===== src/rtl/ddc_mux_pkg.sv =====
// ---------------------------------------------------------------------------
// ddc_mux_pkg
// Shared definitions for the DDC channel multiplexers (serial-to-parallel on
// the receive side, parallel-to-serial on the transmit side).
//   CHIDX_I / CHIDX_Q : channel index tags carried with I and Q words
//   mux_state_e       : word-sequencing FSM states
//   width_convert()   : signed width conversion (sign-extend or keep MSBs)
// ---------------------------------------------------------------------------
package ddc_mux_pkg;

  localparam logic [3:0] CHIDX_I = 4'd0;
  localparam logic [3:0] CHIDX_Q = 4'd1;

  // Working width for width_convert(); both sample widths must fit inside it.
  localparam int CONV_W = 64;

  typedef enum logic [2:0] {
    IDLE,
    SEND_I,
    GAP_I,
    SEND_Q,
    GAP_Q
  } mux_state_e;

  // din carries an in_w-bit sample already sign-extended to CONV_W bits. The
  // caller truncates the result to out_w bits. Narrowing drops LSBs with an
  // arithmetic shift (no rounding); widening or equal width needs no shift
  // because din is already sign-extended.
  function automatic logic signed [CONV_W-1:0] width_convert(
    input logic signed [CONV_W-1:0] din,
    input int                       in_w,
    input int                       out_w
  );
    if (out_w < in_w) return din >>> (in_w - out_w);
    else              return din;
  endfunction

endpackage


===== src/rtl/mux_ps_pair_fifo.sv =====
// ---------------------------------------------------------------------------
// mux_ps_pair_fifo
// Single-clock synchronous FIFO used to buffer {I, Q} sample pairs.
// Pointers carry one extra bit so full and empty are distinguishable.
// The parent must only assert push when !full and pop when !empty; the
// read data is the current head entry (show-ahead).
//   CLK, nRST : clock, asynchronous active-low reset (pointers only)
//   push      : write wr_data at the tail
//   pop       : discard the head entry
//   wr_data   : entry to write
//   rd_data   : head entry
//   full      : DEPTH entries held
//   empty     : no entries held
//   level     : entries held, 0..DEPTH
// ---------------------------------------------------------------------------
module mux_ps_pair_fifo #(
  parameter int WIDTH = 48,
  parameter int DEPTH = 4
) (
  input  logic                     CLK,
  input  logic                     nRST,
  input  logic                     push,
  input  logic                     pop,
  input  logic [WIDTH-1:0]         wr_data,
  output logic [WIDTH-1:0]         rd_data,
  output logic                     full,
  output logic                     empty,
  output logic [$clog2(DEPTH):0]   level
);

  localparam int AW = $clog2(DEPTH);

  logic [WIDTH-1:0] mem [DEPTH];
  logic [AW:0]      wr_ptr;
  logic [AW:0]      rd_ptr;

  // NOTE: the storage array is deliberately not reset; only the pointers
  // define which entries are valid, and a reset port on a RAM array blocks
  // inference of block/distributed memory.
  always_ff @(posedge CLK) begin
    if (push) mem[wr_ptr[AW-1:0]] <= wr_data;
  end

  // NOTE: all sequential state is updated with non-blocking assignments so
  // every register samples pre-edge values regardless of block ordering.
  always_ff @(posedge CLK or negedge nRST) begin
    if (!nRST) begin
      wr_ptr <= '0;
      rd_ptr <= '0;
    end else begin
      if (push) wr_ptr <= wr_ptr + 1'b1;
      if (pop)  rd_ptr <= rd_ptr + 1'b1;
    end
  end

  assign rd_data = mem[rd_ptr[AW-1:0]];
  assign level   = wr_ptr - rd_ptr;
  assign empty   = (wr_ptr == rd_ptr);
  assign full    = (wr_ptr[AW] != rd_ptr[AW]) &&
                   (wr_ptr[AW-1:0] == rd_ptr[AW-1:0]);

endmodule


===== src/rtl/module_mux_ps.sv =====
// ---------------------------------------------------------------------------
// module_mux_ps
// Parallel-to-serial channel multiplexer: buffers I/Q pairs in a small FIFO
// and emits each pair as two tagged serial words (I then Q). Every word is a
// one-cycle valid pulse followed by VALID_GAP idle cycles.
//   CLK, nRST      : clock, asynchronous active-low reset
//   Data_In_I/Q    : signed input samples, captured on Data_In_Valid
//   Data_In_Valid  : single-cycle input strobe
//   Data_In_Ready  : FIFO not full (advisory)
//   Data_Out       : signed serial word (width-converted)
//   Data_Out_Valid : one-cycle pulse per word
//   Data_Out_ChIdx : I_CHIDX or Q_CHIDX tag for the current word
//   Overflow       : sticky, a pair was dropped on a full FIFO
//   Fifo_Level     : pairs currently buffered
// ---------------------------------------------------------------------------
module module_mux_ps
  import ddc_mux_pkg::*;
#(
  parameter int         INPUT_WIDTH  = 24,
  parameter int         OUTPUT_WIDTH = 24,
  parameter int         FIFO_DEPTH   = 4,
  parameter int         VALID_GAP    = 1,
  parameter logic [3:0] I_CHIDX      = CHIDX_I,
  parameter logic [3:0] Q_CHIDX      = CHIDX_Q
) (
  input  logic                             CLK,
  input  logic                             nRST,
  input  logic signed [INPUT_WIDTH-1:0]    Data_In_I,
  input  logic signed [INPUT_WIDTH-1:0]    Data_In_Q,
  input  logic                             Data_In_Valid,
  output logic                             Data_In_Ready,
  output logic signed [OUTPUT_WIDTH-1:0]   Data_Out,
  output logic                             Data_Out_Valid,
  output logic [3:0]                       Data_Out_ChIdx,
  output logic                             Overflow,
  output logic [$clog2(FIFO_DEPTH):0]      Fifo_Level
);

  logic                           fifo_full;
  logic                           fifo_empty;
  logic                           push;
  logic                           pop;
  logic [2*INPUT_WIDTH-1:0]       fifo_rd;
  logic signed [INPUT_WIDTH-1:0]  fifo_i;
  logic signed [INPUT_WIDTH-1:0]  fifo_q;
  logic signed [OUTPUT_WIDTH-1:0] conv_i;
  logic signed [OUTPUT_WIDTH-1:0] conv_q;
  logic signed [OUTPUT_WIDTH-1:0] hold_i;
  logic signed [OUTPUT_WIDTH-1:0] hold_q;
  mux_state_e                     state;
  logic [3:0]                     gap_cnt;
  logic                           gap_done;

  // Full is the pre-edge value, so a pair arriving on a full FIFO is dropped
  // even if the FSM pops on the same edge.
  assign push     = Data_In_Valid && !fifo_full;
  assign gap_done = (gap_cnt == 4'(VALID_GAP - 1));

  // A pair is taken either from IDLE or directly at the end of GAP_Q, which
  // removes the IDLE cycle under sustained input.
  assign pop = !fifo_empty &&
               ((state == IDLE) || ((state == GAP_Q) && gap_done));

  mux_ps_pair_fifo #(
    .WIDTH (2*INPUT_WIDTH),
    .DEPTH (FIFO_DEPTH)
  ) u_fifo (
    .CLK     (CLK),
    .nRST    (nRST),
    .push    (push),
    .pop     (pop),
    .wr_data ({Data_In_I, Data_In_Q}),
    .rd_data (fifo_rd),
    .full    (fifo_full),
    .empty   (fifo_empty),
    .level   (Fifo_Level)
  );

  assign fifo_i = fifo_rd[2*INPUT_WIDTH-1:INPUT_WIDTH];
  assign fifo_q = fifo_rd[INPUT_WIDTH-1:0];

  assign conv_i = OUTPUT_WIDTH'(width_convert(CONV_W'(fifo_i), INPUT_WIDTH, OUTPUT_WIDTH));
  assign conv_q = OUTPUT_WIDTH'(width_convert(CONV_W'(fifo_q), INPUT_WIDTH, OUTPUT_WIDTH));

  assign Data_In_Ready = !fifo_full;

  // Outputs are registered from the state: the word driven while in SEND_x
  // appears on the output the cycle after, so Data_Out_Valid is high for
  // exactly one cycle per word and low for VALID_GAP cycles after it.
  always_ff @(posedge CLK or negedge nRST) begin
    if (!nRST) begin
      state          <= IDLE;
      gap_cnt        <= '0;
      hold_i         <= '0;
      hold_q         <= '0;
      Data_Out       <= '0;
      Data_Out_Valid <= 1'b0;
      Data_Out_ChIdx <= I_CHIDX;
      Overflow       <= 1'b0;
    end else begin
      Data_Out_Valid <= 1'b0;

      if (Data_In_Valid && fifo_full) Overflow <= 1'b1;

      // Both words are captured at pop time; the FIFO head moves on after.
      if (pop) begin
        hold_i <= conv_i;
        hold_q <= conv_q;
      end

      case (state)
        IDLE: begin
          if (pop) state <= SEND_I;
        end
        SEND_I: begin
          Data_Out       <= hold_i;
          Data_Out_ChIdx <= I_CHIDX;
          Data_Out_Valid <= 1'b1;
          gap_cnt        <= '0;
          state          <= GAP_I;
        end
        GAP_I: begin
          if (gap_done) state <= SEND_Q;
          else          gap_cnt <= gap_cnt + 1'b1;
        end
        SEND_Q: begin
          Data_Out       <= hold_q;
          Data_Out_ChIdx <= Q_CHIDX;
          Data_Out_Valid <= 1'b1;
          gap_cnt        <= '0;
          state          <= GAP_Q;
        end
        GAP_Q: begin
          if (gap_done) state <= pop ? SEND_I : IDLE;
          else          gap_cnt <= gap_cnt + 1'b1;
        end
        default: state <= IDLE;
      endcase
    end
  end

endmodule

===== config.mk =====
export PLATFORM = sky130hd
export DESIGN_NAME = module_mux_ps
export DESIGN_NICKNAME = d
export VERILOG_FILES = /design/src/rtl/ddc_mux_pkg.sv /design/src/rtl/mux_ps_pair_fifo.sv /design/src/rtl/module_mux_ps.sv
export SDC_FILE = /design/constraint.sdc
export NUM_CORES = 1
export LEC_CHECK = 0
export CELL_PAD_IN_SITES_DETAIL_PLACEMENT = 0
export CELL_PAD_IN_SITES_GLOBAL_PLACEMENT = 1
export CORE_MARGIN = 2
export CORE_UTILIZATION = 54
export DETAILED_ROUTE_END_ITERATION = 16
export GPL_TIMING_DRIVEN = 0
export PLACE_DENSITY_LB_ADDON = 0.1
export SETUP_SLACK_MARGIN = 0.05
export SYNTH_ARGS = -nofsm -noshare
export SYNTH_HDL_FRONTEND = slang
export SYNTH_HIERARCHICAL = 1
export SYNTH_SLANG_ARGS = --single-unit

===== constraint.sdc =====
create_clock -name CLK -period 5.6 [get_ports CLK]
set_clock_uncertainty 0.2 [all_clocks]
set_input_delay 1.12 -clock CLK [delete_from_list [all_inputs] [get_ports CLK]]
set_output_delay 1.12 -clock CLK [all_outputs]
set_load 0.01 [all_outputs]

==> results of run 1 <==
critical path: cells and delay by family (launching register included):
family	cells	cell delay, ps
fa+ha+maj	1	410
buf+inv	4	1390
flops	1	550
xor+xnor	1	170
cells by family after synthesis:
group / Yosys count / synth area share, %
compound gates: 40 / 2.20
xor+xnor: 8 / 0.643
fa+ha+maj: 10 / 1.22
buf+inv: 40 / 2.36
flops: 280 / 73.1
mux: 123 / 17.7
other cells: 1 / 0.0344
simple gates: 60 / 2.72
metrics by stage:
stage,setup slack [ps],TNS [ps]
floorplan,2180,0
global placement,-225,-19090
detailed placement,1740,0
CTS,1170,0
global route,1030,0
finish,1220,0
report_power, final:
group | switching, uW | total [uW] | internal, uW
combinational | 1230 | 2530 | 1300
clock | 735 | 1770 | 1030
sequential | 274 | 3180 | 2900
total | 2240 | 7480 | 5240
worst max-delay path by stage:
stage | slack [ps] | cells past startpoint | to | from
3_3_place_gp | -220 | 1 | hold_i[12]$_DFFE_PN0P_ | nRST
6_report | 1220 | 6 | Fifo_Level[2] | u_fifo/rd_ptr[1]$_DFFE_PN0P_
5_1_grt | 1030 | 8 | Data_In_Ready | u_fifo/rd_ptr[1]$_DFFE_PN0P_
4_1_cts | 1170 | 6 | Fifo_Level[2] | u_fifo/rd_ptr[1]$_DFFE_PN0P_
3_5_place_dp | 1740 | 6 | Fifo_Level[2] | u_fifo/rd_ptr[1]$_DFFE_PN0P_
2_1_floorplan | 2180 | 8 | u_fifo/mem[3][0]$_DFFE_PP_ | u_fifo/rd_ptr[1]$_DFFE_PN0P_
synth_stat cells (all sizes together), types with 4 or more instances:
| master | number |
|---|---|
| buf | 24 |
| ha | 9 |
| and2 | 4 |
| xor2 | 5 |
| mux4 | 48 |
| clkbuf | 7 |
| edfxtp | 192 |
| dfrtp | 88 |
| mux2 | 49 |
| mux2i | 26 |
| o21ai | 27 |
| nand2 | 34 |
| inv | 9 |
| nor2 | 5 |
| nor2b | 4 |
flip-flops by register name (all words and copies together) (netlist names):
name            cells
state               3
u_fifo/wr_ptr       3
gap_cnt             4
u_fifo/rd_ptr       3
Data_Out_Valid      1
Overflow            1
hold_q             24
Data_Out           24
u_fifo/mem        192
hold_i             24
Data_Out_ChIdx      1
cell type report:
type / count / share of cell area, %
Buffer: 31 / 1.73
Clock buffer: 50 / 6.59
Tap cell: 265 / 2.56
Inverter: 9 / 0.260
Timing Repair Buffer: 82 / 6.44
Multi-Input combinational cell: 244 / 20.8
Sequential cell: 280 / 61.4
Clock inverter: 4 / 0.212
cells in the final DEF (no fill, tap or decap), types with 11 or more instances in the layout:
master and count:
clkbuf_16 29, edfxtp_1 192, buf_4 11, mux4_2 46, clkbuf_1 23, mux2i_1 26
clkdlybuf4s50_1 80, dfrtp_1 88, o21ai_0 27, nand2_1 34, mux2_2 40
layer usage:
metal	share of wire, %	vias up	wire, um	global-route usage (%)
met1	44	2781	8910	27.7
li1	-	2398	-	-
met4	1.2	0	248	4.27
met5	0	-	0	0
met3	4.7	23	943	2.72
met2	50	124	10100	32.5
==> key figures, run 1 <==
Worst hold path
  • Worst hold path depth: 1
  • Hold crit path type: flop to flop
  • Hold EP: Overflow$_DFFE_PN0P_
  • Min-delay src: Overflow$_DFFE_PN0P_

Critical path
  • Max incr delay on CP: 550 ps
  • Critical path launch point type: flop
  • Critical path required time: 4280 ps
  • Worst Path Class, Setup: flop to output pin
  • Crit path max-delay cell type: dfrtp_1
  • Crit-path max FO: 10
  • Crit path cell chain: buf_2 > buf_2 > inv_1 > fa_1 > xnor2_1 > clkdlybuf4s50_1
  • Worst EP arrival: 3060 ps
  • R2R depth: 8
  • RR Startpoint: u_fifo/rd_ptr[1]$_DFFE_PN0P_
  • Worst r2r dst: u_fifo/mem[3][29]$_DFFE_PP_
  • Register-to-register setup slack: 1990 ps
  • Crit path top cell by count: buf_2
  • CP Capture Type: output pin

Power and ir drop
  • PD cells: 576 nW/um^2
  • P_leak: 0.00470 uW
  • Worst vdd ir: 0.000346 V
  • Total power: 7480 uW

Routing
  • DRT iter0 DRCs: 301
  • Total wire length: 20,200 um
  • Drt pass-1 iters: 4
  • DRC violations left: 0
  • DR vias: 5,326
  • Routed WL per cell: 20.9 um
  • Antenna-violating nets left: 0
  • Via density: 5.52

Global route
  • Total GRT Usage: 19.4%
  • Vias in the first global route: 5,650
  • Largest net degree at the start of global routing: 66
  • Grt total ovfl: 0
  • Initial antenna violation count: 0
  • First-pass GRT wire length: 31,900 um

STA
  • Final setup viols: 0
  • Min cycle time layout: 4380 ps
  • Hold slack final: 257 ps
  • Relative slew slack: 43.1%
  • Final hold violations: 0
  • Unrepaired setup endpoints after global routing: false
  • Max Slew Vio Count: 0
  • Slew @ Worst Pin: 853 ps
  • Maximum clock rate: 228 MHz
  • Period utilisation layout: 78.2%

Layout
  • Final core utilization: 66.0%
  • Design Area, Final: 13,000 um^2
  • Seq. cell area: 7970 um^2
  • Layout Nets: 738
  • Fillers: 1,360
  • Layout cell share with drive strength beyond 1: 23.1%
  • Synthesis-to-layout area growth: 19.0%
  • Finished Layout Cells: 965
  • ANT cells: 0
  • Area of the multi-input gates: 2700 um^2

Placed design
  • RePlAce Congestion: 0.778
  • PortBufs: 81
  • Final HPWL DP: 12,100 um
  • Placed Instance Area: 12,100 um^2
  • Placed Instances: 911

Floorplanning
  • Die width: 146 um
  • Die area: 21,300 um^2
  • Io pins: 85
  • Initial Utilization: 55.5%
  • FP Rows: 51
  • Core Area: 19,700 um^2
  • Die height: 146 um

Yosys
  • FFs w/ async S/R, synth: 31.4%
  • Share of the synthesized area in the top cell type: 52.9%
  • Avg Cell Area, Syn: 19.4 um^2
  • Seq cells post-synth: 280
  • Largest area contributor in the netlist: edfxtp_1
  • Post-synth EDFFs: 192
  • Main area contributors after synthesis: edfxtp_1 (53%), dfrtp_1 (20%), mux4_2 (9.5%)
  • Primary FF master, synth: edfxtp_1
  • Cells after Synth: 562
  • Sequential fraction of the synthesis area: 73.1%
  • Yosys Warn Count: 6
  • Syn Std Cell Area: 10,900 um^2
  • Distinct cell type count after synthesis: 46

Clock network
  • CTS max path bufs: 3
  • Post_cts resized: 0
  • Clock slew at reported path FFs: 60 ps
  • Cts hold-fix bufs: 0
  • CTS buffer count: 29
  • TritonCTS clock tree: built
  • Postcts setup bufs: 0
  • H-Tree Depth: 1
  • Root buf cell: clkbuf_16
  • Clock sink count: 280
  • Skew-Pair Late Insertion Delay: 530 ps

Flow run
  • Max-cap viol count: 0

Status
  • Outcome: finished, final reports clean
Power figures use the tool's default switching activity.
==> run 2: changes to the inputs <==
--- a/config.mk
+++ b/config.mk
@@ -8,7 +8,7 @@
 export CELL_PAD_IN_SITES_DETAIL_PLACEMENT = 0
 export CELL_PAD_IN_SITES_GLOBAL_PLACEMENT = 1
 export CORE_MARGIN = 2
-export CORE_UTILIZATION = 54
+export CORE_UTILIZATION = 50
 export DETAILED_ROUTE_END_ITERATION = 16
 export GPL_TIMING_DRIVEN = 0
 export PLACE_DENSITY_LB_ADDON = 0.1
==> constraint.sdc (replaced) <==
create_clock -name CLK -period 4.3 [get_ports CLK]
set_clock_uncertainty 0.2 [all_clocks]
set_input_delay 0.86 -clock CLK [delete_from_list [all_inputs] [get_ports CLK]]
set_output_delay 0.86 -clock CLK [all_outputs]
set_load 0.01 [all_outputs]
==> run 2 against run 1 <==
Net effect: first-iteration DRC count decreased by 2.3%; highest routed layer unchanged; total power increased by 33%; critical path depth unchanged; non-clock buffer count unchanged; critical endpoint unchanged; global-route usage decreased by 0.86 points; largest cell class unchanged; worst setup slack got worse by 840 ps; design area increased by 0.83%; worst hold slack got worse by 160 ps; register-to-register slack got worse by 1200 ps; clock power increased by 41%; clock-buffer cell count decreased by 9; largest power group unchanged; combinational power increased by 31%; critical path type unchanged.
==> key figures, run 2 (synthesis gave the netlist of run 1 again) <==
Layout
  • Fillers: 1,616 (+19%)
  • Finished Layout Cells: 979 (+1.5%)
  • Max reg flops: 192 (unchanged)
  • Commonest cells after routing, fill and taps aside: edfxtp_1 (192), dfrtp_1 (87), clkdlybuf4s50_1 (80), mux4_2 (46), mux2_2 (40)
  • Layout Nets: 738 (unchanged)
  • Layout cell share with drive strength beyond 1: 24.0% (+0.89 points)
  • Synthesis-to-layout area growth: 19.9%
  • ANT cells: 0 (unchanged)
  • Design Area, Final: 13,100 um^2 (+0.83%)
  • Most common cell after layout, fill and taps aside: edfxtp_1

Critical path
  • CP Capture Type: output pin
  • Critical path required time: 3240 ps (-1040 ps)
  • Crit-path max FO: 10 (unchanged)
  • Worst EP arrival: 2860 ps (-200 ps)
  • Worst setup startpoint: u_fifo/rd_ptr[1]$_DFFE_PN0P_
  • Register-to-register setup slack: 790 ps (-1200 ps)
  • Worst Path Class, Setup: flop to output pin
  • RR Startpoint: u_fifo/rd_ptr[1]$_DFFE_PN0P_
  • Critical path launch point type: flop

Clock network
  • Clock slew at reported path FFs: 60 ps (about the same)
  • Post_cts resized: 0 (unchanged)
  • CTS max path bufs: 3 (unchanged)
  • Skew-Pair Late Insertion Delay: 530 ps (about the same)
  • H-Tree Depth: 1 (unchanged)
  • Cts hold-fix bufs: 0 (unchanged)
  • Clock sink count: 280 (unchanged)
  • CTS buffer count: 29 (unchanged)
  • Postcts setup bufs: 0 (unchanged)
  • Root buf cell: clkbuf_16
  • TritonCTS clock tree: built

STA
  • Max Slew Vio Count: 0 (unchanged)
  • Final hold violations: 0 (unchanged)
  • Final setup viols: 0 (unchanged)
  • Slew @ Worst Pin: 874 ps (+21.0 ps)
  • Period utilisation layout: 91.3%
  • Unrepaired setup endpoints after global routing: false
  • Relative slew slack: 41.8% (-1.4 points)
  • Min cycle time layout: 3920 ps
  • Maximum clock rate: 255 MHz

Power and ir drop
  • P_leak: 0.00475 uW (+1.1%)
  • Worst vdd ir: 0.000466 V (+35%)
  • PD cells: 761 nW/um^2 (+32%)

Global route
  • Initial antenna violation count: 0 (unchanged)
  • Vias in the first global route: 5,593 (-1.0%)
  • First-pass GRT wire length: 31,800 um (-0.54%)
  • Total GRT Usage: 18.5% (-0.86 points)
  • Largest net degree at the start of global routing: 53 (-20%)
  • Grt total ovfl: 0 (unchanged)

Routing
  • Routed WL per cell: 21.1 um (+1.2%)
  • DRT iter0 DRCs: 294 (-2.3%)
  • Antenna-violating nets left: 0 (unchanged)
  • DR vias: 5,313 (-0.24%)
  • Via density: 5.43 (-1.7%)
  • Drt pass-1 iters: 4 (unchanged)
  • Total wire length: 20,700 um (+2.7%)
  • DRC violations left: 0 (unchanged)

Floorplanning
  • Die height: 152 um (+3.8%)
  • Io pins: 85 (unchanged)
  • Die area: 23,000 um^2 (+7.8%)
  • Die width: 152 um (+3.8%)
  • Initial Utilization: 50.4% (-5.0 points)
  • Core Area: 21,600 um^2 (+10%)
  • FP Rows: 54 (+5.9%)

Placed design
  • Final HPWL DP: 12,600 um (+3.9%)
  • Placed Instance Area: 12,100 um^2 (+0.16%)
  • PortBufs: 81 (unchanged)
  • RePlAce Congestion: 0.768 (-1.2%)
  • Placed Instances: 926 (+1.6%)

Status
  • Outcome: finished, final reports clean

Worst hold path
  • Hold crit path type: input pin to asynchronous set/reset pin

Flow run
  • Max-cap viol count: 0 (unchanged)
[run 2: per-stage QoR]
stage / hold WS [ps] / setup TNS, ps / setup slack (ps) / utilization, % / power (uW)
3_5_place_dp: 274 / 0 / 592 / 56.0 / 7590
2_1_floorplan: 260 / 0 / 883 / - / 6360
4_1_cts: 85.3 / 0 / 141 / 60.5 / 10100
3_3_place_gp: 252 / -246150 / -1180 / 55.8 / 7490
5_1_grt: 114 / 0 / 165 / 60.5 / 10500
6_report: 92.1 / 0 / 376 / 60.5 / 9950
[run 2: layout make-up]
type / count / area [um^2] / share of cell area, %
Clock inverter: 12 / 136 / 1.04
Sequential cell: 280 / 7970 / 60.9
Inverter: 9 / 33.8 / 0.258
Timing Repair Buffer: 82 / 836 / 6.39
Multi-Input combinational cell: 244 / 2700 / 20.6
Clock buffer: 41 / 831 / 6.35
Tap cell: 280 / 350 / 2.68
Buffer: 31 / 226 / 1.73
[run 2: worst paths after layout]
kind                            cells past startpoint                          end
worst max-delay path                                6                Fifo_Level[2]
worst min-delay path                                1         Overflow$_DFFE_PN0P_
worst max register to register                      8  u_fifo/mem[1][30]$_DFFE_PP_
worst min register to register                      2     Data_Out[12]$_DFFE_PN0P_
max in group asynchronous                           2        hold_i[5]$_DFFE_PN0P_
min in group CLK                                    2     Data_Out[12]$_DFFE_PN0P_
[run 2: report_power, final]
part | internal, uW | leakage, uW | switching (uW) | total, uW
sequential | 3780 | 0.00281 | 361 | 4150
clock | 1520 | 0.000478 | 971 | 2490
combinational | 1690 | 0.00146 | 1620 | 3310
total | 7000 | 0.00475 | 2950 | 9950
[run 2: worst max-delay path: stages, from the launching register on]
cell,delay (ps)
dfrtp_2,480
clkbuf_4,280
buf_2,320
inv_1,140
fa_1,390
xnor2_1,160
clkdlybuf4s50_1,550
[run 2: metal layers]
layer | wire length (um) | track usage [%] | vias to the layer above
li1 | - | - | 2412
met1 | 9110 | 26.0 | 2763
met2 | 10400 | 31.2 | 108
met3 | 860 | 2.72 | 30
met4 | 358 | 4.17 | 0
met5 | 0 | 0 | -
